## config.mk

```make
export PLATFORM = sky130hd
export DESIGN_NAME = axil_arbiter_wr_flat
export DESIGN_NICKNAME = d
export VERILOG_FILES = /design/src/rtl/axil_ic_pkg.sv /design/src/rtl/axil_arbiter_wr_if.sv /design/src/rtl/axil_prio_enc.sv /design/src/rtl/axil_arbiter_wr.sv /design/src/flat_wrapper.sv
export SDC_FILE = /design/constraint.sdc
export NUM_CORES = 1
export LEC_CHECK = 0
export ABC_AREA = 0
export ABC_CLOCK_PERIOD_IN_PS = 1900
export CORE_MARGIN = 3
export CORE_UTILIZATION = 42
export CTS_CLUSTER_SIZE = 14
export DETAILED_ROUTE_END_ITERATION = 16
export PLACE_DENSITY_LB_ADDON = 0.05
export SETUP_SLACK_MARGIN = 0.15
export SYNTH_ARGS = -nofsm -noshare
export SYNTH_HDL_FRONTEND = slang
export SYNTH_SLANG_ARGS = --single-unit
```

## constraint.sdc

```tcl
create_clock -name aclk -period 1.9 [get_ports aclk]
set_clock_uncertainty 0.1 [all_clocks]
set_input_delay 0.19 -clock aclk [delete_from_list [all_inputs] [get_ports aclk]]
set_output_delay 0.19 -clock aclk [all_outputs]
set_load 0.005 [all_outputs]
```

## src/rtl/axil_ic_pkg.sv

```systemverilog
// Shared types and helpers for the AXI-Lite priority interconnect arbiters.
// Pure declarations: no timing, no flow control.
package axil_ic_pkg;

   localparam int NUMBER_MASTER_DEF = 4;
   localparam int OH_MAX_W          = 32;

   typedef enum logic [1:0] {
      IDLE = 2'd0,
      XFER = 2'd1,
      RESP = 2'd2
   } axil_wr_arb_state_t;

   function automatic logic [7:0] onehot2bin(input logic [OH_MAX_W-1:0] oh);
      logic [7:0] bin;
      bin = '0;
      for (int i = 0; i < OH_MAX_W; i++) begin
         if (oh[i]) bin = bin | 8'(i);
      end
      return bin;
   endfunction

endpackage

```

## src/rtl/axil_arbiter_wr_if.sv

```systemverilog
// Request, slave-handshake and grant signals of the write-channel arbiter.
// The slave modport is the arbiter; the master modport is the request/crossbar side.
interface axil_arbiter_wr_if #(
   parameter int NUMBER_MASTER = 4
);
   localparam int IDX_W = $clog2(NUMBER_MASTER);

   logic [NUMBER_MASTER-1:0] m_axil_awvalid;
   logic [NUMBER_MASTER-1:0] m_axil_wvalid;
   logic                     s_axil_awvalid;
   logic                     s_axil_awready;
   logic                     s_axil_wvalid;
   logic                     s_axil_wready;
   logic                     s_axil_bvalid;
   logic                     s_axil_bready;
   logic [NUMBER_MASTER-1:0] grant_wr;
   logic [IDX_W-1:0]         grant_idx;
   logic                     busy_wr;

   modport slave (
      input  m_axil_awvalid, m_axil_wvalid,
      input  s_axil_awvalid, s_axil_awready,
      input  s_axil_wvalid,  s_axil_wready,
      input  s_axil_bvalid,  s_axil_bready,
      output grant_wr, grant_idx, busy_wr
   );

   modport master (
      output m_axil_awvalid, m_axil_wvalid,
      output s_axil_awvalid, s_axil_awready,
      output s_axil_wvalid,  s_axil_wready,
      output s_axil_bvalid,  s_axil_bready,
      input  grant_wr, grant_idx, busy_wr
   );

endinterface

```

## src/rtl/axil_prio_enc.sv

```systemverilog
// Combinational lowest-index-first priority encoder (one-hot, binary index, valid).
// Zero latency; no flow control of its own.
module axil_prio_enc
   import axil_ic_pkg::*;
#(
   parameter int N     = 4,
   parameter int IDX_W = $clog2(N)
) (
   input  logic [N-1:0]     req,
   output logic [N-1:0]     onehot,
   output logic [IDX_W-1:0] idx,
   output logic             vld
);

   // Two's-complement trick isolates the lowest set bit.
   assign onehot = req & (~req + N'(1));
   assign idx    = IDX_W'(onehot2bin(OH_MAX_W'(onehot)));
   assign vld    = |req;

endmodule

```

## src/rtl/axil_arbiter_wr.sv

```systemverilog
// Fixed-priority write arbiter: grant appears 1 cycle after request and is held
// through AW, W and B; re-arbitration only after at least one IDLE cycle.
module axil_arbiter_wr
   import axil_ic_pkg::*;
#(
   parameter int NUMBER_MASTER = NUMBER_MASTER_DEF
) (
   input  logic              aclk,
   input  logic              aresetn,
   axil_arbiter_wr_if.slave  bus
);

   localparam int IDX_W = $clog2(NUMBER_MASTER);

   logic [NUMBER_MASTER-1:0] req;
   logic [NUMBER_MASTER-1:0] enc_onehot;
   logic [IDX_W-1:0]         enc_idx;
   logic                     enc_vld;

   logic aw_hs, w_hs, b_hs;

   axil_wr_arb_state_t       state_q, state_d;
   logic [NUMBER_MASTER-1:0] grant_q, grant_d;
   logic [IDX_W-1:0]         idx_q, idx_d;
   logic                     busy_q, busy_d;
   logic                     aw_done_q, aw_done_d;
   logic                     w_done_q, w_done_d;

   assign req   = bus.m_axil_awvalid | bus.m_axil_wvalid;
   assign aw_hs = bus.s_axil_awvalid & bus.s_axil_awready;
   assign w_hs  = bus.s_axil_wvalid  & bus.s_axil_wready;
   assign b_hs  = bus.s_axil_bvalid  & bus.s_axil_bready;

   axil_prio_enc #(
      .N     (NUMBER_MASTER),
      .IDX_W (IDX_W)
   ) u_prio_enc (
      .req    (req),
      .onehot (enc_onehot),
      .idx    (enc_idx),
      .vld    (enc_vld)
   );

   always_comb begin
      state_d   = state_q;
      grant_d   = grant_q;
      idx_d     = idx_q;
      busy_d    = busy_q;
      aw_done_d = aw_done_q;
      w_done_d  = w_done_q;
      case (state_q)
         IDLE: begin
            if (enc_vld) begin
               state_d   = XFER;
               grant_d   = enc_onehot;
               idx_d     = enc_idx;
               busy_d    = 1'b1;
               aw_done_d = 1'b0;
               w_done_d  = 1'b0;
            end
         end
         XFER: begin
            // A handshake in this cycle counts toward leaving XFER right away.
            aw_done_d = aw_done_q | aw_hs;
            w_done_d  = w_done_q  | w_hs;
            if (aw_done_d && w_done_d) state_d = RESP;
         end
         RESP: begin
            if (b_hs) begin
               state_d   = IDLE;
               grant_d   = '0;
               idx_d     = '0;
               busy_d    = 1'b0;
               aw_done_d = 1'b0;
               w_done_d  = 1'b0;
            end
         end
         default: state_d = IDLE;
      endcase
   end

   always_ff @(posedge aclk or negedge aresetn) begin
      if (!aresetn) begin
         state_q   <= IDLE;
         grant_q   <= '0;
         idx_q     <= '0;
         busy_q    <= 1'b0;
         aw_done_q <= 1'b0;
         w_done_q  <= 1'b0;
      end else begin
         state_q   <= state_d;
         grant_q   <= grant_d;
         idx_q     <= idx_d;
         busy_q    <= busy_d;
         aw_done_q <= aw_done_d;
         w_done_q  <= w_done_d;
      end
   end

   assign bus.grant_wr  = grant_q;
   assign bus.grant_idx = idx_q;
   assign bus.busy_wr   = busy_q;

endmodule

```

## src/flat_wrapper.sv

```systemverilog
// flat-port wrapper written by rule: the top's interface ports become plain ports
module axil_arbiter_wr_flat import axil_ic_pkg::*;
#(
   parameter int NUMBER_MASTER = NUMBER_MASTER_DEF
)
  (aclk, aresetn, bus_m_axil_awvalid, bus_m_axil_wvalid, bus_s_axil_awvalid, bus_s_axil_awready, bus_s_axil_wvalid, bus_s_axil_wready, bus_s_axil_bvalid, bus_s_axil_bready, bus_grant_wr, bus_grant_idx, bus_busy_wr);
  axil_arbiter_wr_if #(.NUMBER_MASTER(NUMBER_MASTER)) bus_i ();
  input  logic aclk;
  input  logic aresetn;
  input wire logic [$bits(bus_i.m_axil_awvalid)-1:0] bus_m_axil_awvalid;
  input wire logic [$bits(bus_i.m_axil_wvalid)-1:0] bus_m_axil_wvalid;
  input wire logic [$bits(bus_i.s_axil_awvalid)-1:0] bus_s_axil_awvalid;
  input wire logic [$bits(bus_i.s_axil_awready)-1:0] bus_s_axil_awready;
  input wire logic [$bits(bus_i.s_axil_wvalid)-1:0] bus_s_axil_wvalid;
  input wire logic [$bits(bus_i.s_axil_wready)-1:0] bus_s_axil_wready;
  input wire logic [$bits(bus_i.s_axil_bvalid)-1:0] bus_s_axil_bvalid;
  input wire logic [$bits(bus_i.s_axil_bready)-1:0] bus_s_axil_bready;
  output wire logic [$bits(bus_i.grant_wr)-1:0] bus_grant_wr;
  output wire logic [$bits(bus_i.grant_idx)-1:0] bus_grant_idx;
  output wire logic [$bits(bus_i.busy_wr)-1:0] bus_busy_wr;
  assign bus_i.m_axil_awvalid = bus_m_axil_awvalid;
  assign bus_i.m_axil_wvalid = bus_m_axil_wvalid;
  assign bus_i.s_axil_awvalid = bus_s_axil_awvalid;
  assign bus_i.s_axil_awready = bus_s_axil_awready;
  assign bus_i.s_axil_wvalid = bus_s_axil_wvalid;
  assign bus_i.s_axil_wready = bus_s_axil_wready;
  assign bus_i.s_axil_bvalid = bus_s_axil_bvalid;
  assign bus_i.s_axil_bready = bus_s_axil_bready;
  assign bus_grant_wr = bus_i.grant_wr;
  assign bus_grant_idx = bus_i.grant_idx;
  assign bus_busy_wr = bus_i.busy_wr;
  axil_arbiter_wr #(.NUMBER_MASTER(NUMBER_MASTER)) u_core (.aclk(aclk), .aresetn(aresetn), .bus(bus_i));
endmodule
```

==> flow_summary.yaml <==
outcome:
  status: "completed"
synth:
  ys_dominant_reg_cell: "sky130_fd_sc_hd__dfrtp_1"
  commonest_cells_in_the_netlist: "sky130_fd_sc_hd__dfrtp_1, sky130_fd_sc_hd__a21oi_1, sky130_fd_sc_hd__mux2_4"
  syn-cell-area_um2: 613
  synth_enable_flop_cells: 0
  synth-seq-area-share: 0.449
  synth_net_count: 68
  ys_ff_latch: 11
  netlist-cell-type-count: 20
  yosys.area.top_type: "sky130_fd_sc_hd__dfrtp_1"
  top_post_synthesis_cells_by_area: "sky130_fd_sc_hd__dfrtp_1, sky130_fd_sc_hd__mux2_4, sky130_fd_sc_hd__a21oi_1, sky130_fd_sc_hd__nor2_4, sky130_fd_sc_hd__nand4_4"
  post-synth-top-area-fraction: 0.449
  syn_inst: 52
  synthesis.area_per_instance_um2: 11.8
  yosysMostFrequentCell: "sky130_fd_sc_hd__dfrtp_1"
  synth_async_sr_flop_share: 1.00
  synth-warning-count: 0
routing:
  ant_nets: 0
  wire_length_on_met3_um: 91
  drc_errors: 0
  met2_length_um: 625
  routed.top_layer: "met4"
  drt-met1-wl_um: 490
  avgRoutedWirePerCell_um: 13.4
  detail_route.wirelength_um: 1230
  drt_iter0_drc: 8
  drtPass1Iterations: 4
  number_of_vias_after_detailed_routing: 477
  avgViaCountPerCell: 5.18
timing:
  post-route-period-util: 0.773
  totalNegativeSetupSlack_ns: 0
  setup_repair_after_global_routing_missed_its_margin: "no"
  max_slew.worst_pin.slew_ns: 0.464
  finalHoldViolCount: 0
  fmax_mhz: 681
  final-max-slew-violation-count: 0
  finalWorstPathRequiredPeriod_ns: 1.47
  setup_viol: 0
  timing.max_slew.rel_slack: 0.689
die:
  chipHeight_um: 44.2
  core_um2: 1330
  io-pin-count: 23
  design.die.area_um2: 1950
  initial_utilization: 0.460
  floorplan.die.width_um: 44.2
  placement_rows: 13
finish:
  final_layout_size_suffix_gt1_frac: 0.195
  ant_diodes: 0
  finish.net_count: 94
  area_growth_pct: 41.4
run:
  max_cap_check_violation_count: 0
setup_path:
  cp_launch_type: "input pin"
  arrival_ns: 1.52
  crit_required_ns: 1.95
  timing.critical_path.to_type: "flop"
  worst-setup-path-type: "in2reg"
  critical_path.cell_chain: "clkdlybuf4s50_1 > nor2_8 > nand4_4 > o21a_4 > mux2_4"
  rr_startpoint: "u_core.state_q[1]"
  critPathLaunch: "bus_m_axil_wvalid[0]"
  critical_path.slowest_cell: "sky130_fd_sc_hd__clkdlybuf4s50_1"
  critPathMaxFanout: 6
  crit_path_max_incr_delay_ns: 0.49
cts:
  clk_path_buf_depth: 2
  clock_latency_ns: 0.27
  cts_repair_resize_count: 0
  clock_pin_slew_on_the_worst_setup_and_hold_paths_ns: 0.06
  ctsRootBufferMaster: "sky130_fd_sc_hd__clkbuf_4"
  clock_tree_from_tritoncts: "built"
  post_cts_buffers: 0
  clock_tree.htree_level_count: 1
  numCtsBuffers: 3
  number_of_sinks_handled_by_clock_tree_synthesis: 11
  cts_hold_repair.buffers: 0
global_routing:
  maximum_number_of_pins_on_one_net_before_global_route_repair: 12
  grt_usage: 0.153
  via_count_of_the_first_global_routing_pass: 466
  antenna_found_initial: 0
  grt_overflow: 0
  grt_first_pass_wirelength_um: 2060
power_and_ir_drop:
  leakage_power_figure_nw: 0.381
  power_per_cell_area_nw_per_um2: 1110
  ir_worst_vdd_mv: 0.743
  report.power.total_mw: 0.963
place:
  place.port_buffers: 22
  detailedPlacementHpwl_um: 975
  gpl.final_weighted_congestion: 0.732
worst_hold_path:
  hold_class: "in2async"
-- power breakdown --
group / leakage, nW / internal (mW) / switching (mW)
registers: 0.137 / 0.318 / 0.0846
logic: 0.230 / 0.251 / 0.159
clock network: 0.0150 / 0.0811 / 0.0698
total: 0.381 / 0.650 / 0.313
-- stage by stage --
step	setup slack [ns]	instance area, um2	instances	utilization	hold WS (ns)
after floorplan	0.538	613	52	-	-0.206
after global placement	0.164	841	88	0.630	0.378
after detailed placement	0.136	841	88	0.630	0.378
after CTS	0.417	867	92	0.650	0.152
after global routing	0.356	867	92	0.650	0.153
final	0.431	867	92	0.650	0.142
-- registers in the layout, summed over array words and instances (netlist names) --
name,cells
u_core.aw_done_q,1
u_core.bus.busy_wr,1
u_core.bus.grant_idx,2
u_core.bus.grant_wr,4
u_core.state_q,2
u_core.w_done_q,1
-- layout make-up --
| type | instances | area [um2] |
|---|---|---|
| Tap cell | 15 | 18.8 |
| Sequential cell | 11 | 275 |
| Multi-Input combinational cell | 38 | 319 |
| Inverter | 2 | 7.51 |
| Clock buffer | 4 | 26.3 |
| Timing Repair Buffer | 22 | 220 |
| Fill cell | 119 | 467 |
-- cells by family after synthesis --
logic type             count (synthesis)  synth area share
buffers and inverters                  3            0.0306
DFF                                   11             0.449
and+or+nand+nor                       15             0.192
muxes                                  6             0.147
AOI/OAI and AO/OA                     17             0.182
-- metal layers --
metal,global-route usage,vias to the layer above
met4,0.0723,0
met3,0.0772,4
met1,0.174,223
met5,0,-
met2,0.238,15
li1,-,235
-- worst max-delay path: cells and delay by family --
kind | cells | cell delay, ns
AOI/OAI and AO/OA | 1 | 0.27
buffers and inverters | 1 | 0.49
muxes | 1 | 0.31
and+or+nand+nor | 2 | 0.26
-- path summary, 6_finish.rpt --
| path | endpoint | slack, ns | cells past startpoint |
|---|---|---|---|
| setup reg to reg | u_core.bus.grant_wr[0] | 0.44 | 3 |
| max in group asynchronous | u_core.bus.grant_wr[3] | 1.24 | 1 |
| hold / removal | u_core.bus.grant_wr[0] | 0.14 | 1 |
| setup / recovery | u_core.bus.grant_wr[0] | 0.43 | 5 |
| hold reg to reg | u_core.aw_done_q | 0.39 | 1 |
| min in group aclk | u_core.aw_done_q | 0.39 | 1 |
-- cells in the final DEF (no fill, tap or decap) --
cell type,instances
sky130_fd_sc_hd__nor3_1,1
sky130_fd_sc_hd__clkdlybuf4s50_1,22
sky130_fd_sc_hd__o2bb2ai_1,1
sky130_fd_sc_hd__dfrtp_1,11
sky130_fd_sc_hd__nand4_4,1
sky130_fd_sc_hd__clkbuf_4,3
sky130_fd_sc_hd__o21ai_0,3
sky130_fd_sc_hd__nand3_1,1
sky130_fd_sc_hd__inv_1,2
sky130_fd_sc_hd__nor2_1,4
sky130_fd_sc_hd__mux2_4,6
sky130_fd_sc_hd__o32ai_1,1
sky130_fd_sc_hd__nand2b_1,1
sky130_fd_sc_hd__o31ai_1,1
sky130_fd_sc_hd__nor2_8,1
sky130_fd_sc_hd__o21a_4,1
sky130_fd_sc_hd__nand2_1,3
sky130_fd_sc_hd__clkbuf_1,1
sky130_fd_sc_hd__o22ai_1,1
sky130_fd_sc_hd__nor2_4,3
sky130_fd_sc_hd__a21o_1,2
sky130_fd_sc_hd__a21oi_1,7
Power figures use the tool's default switching activity.
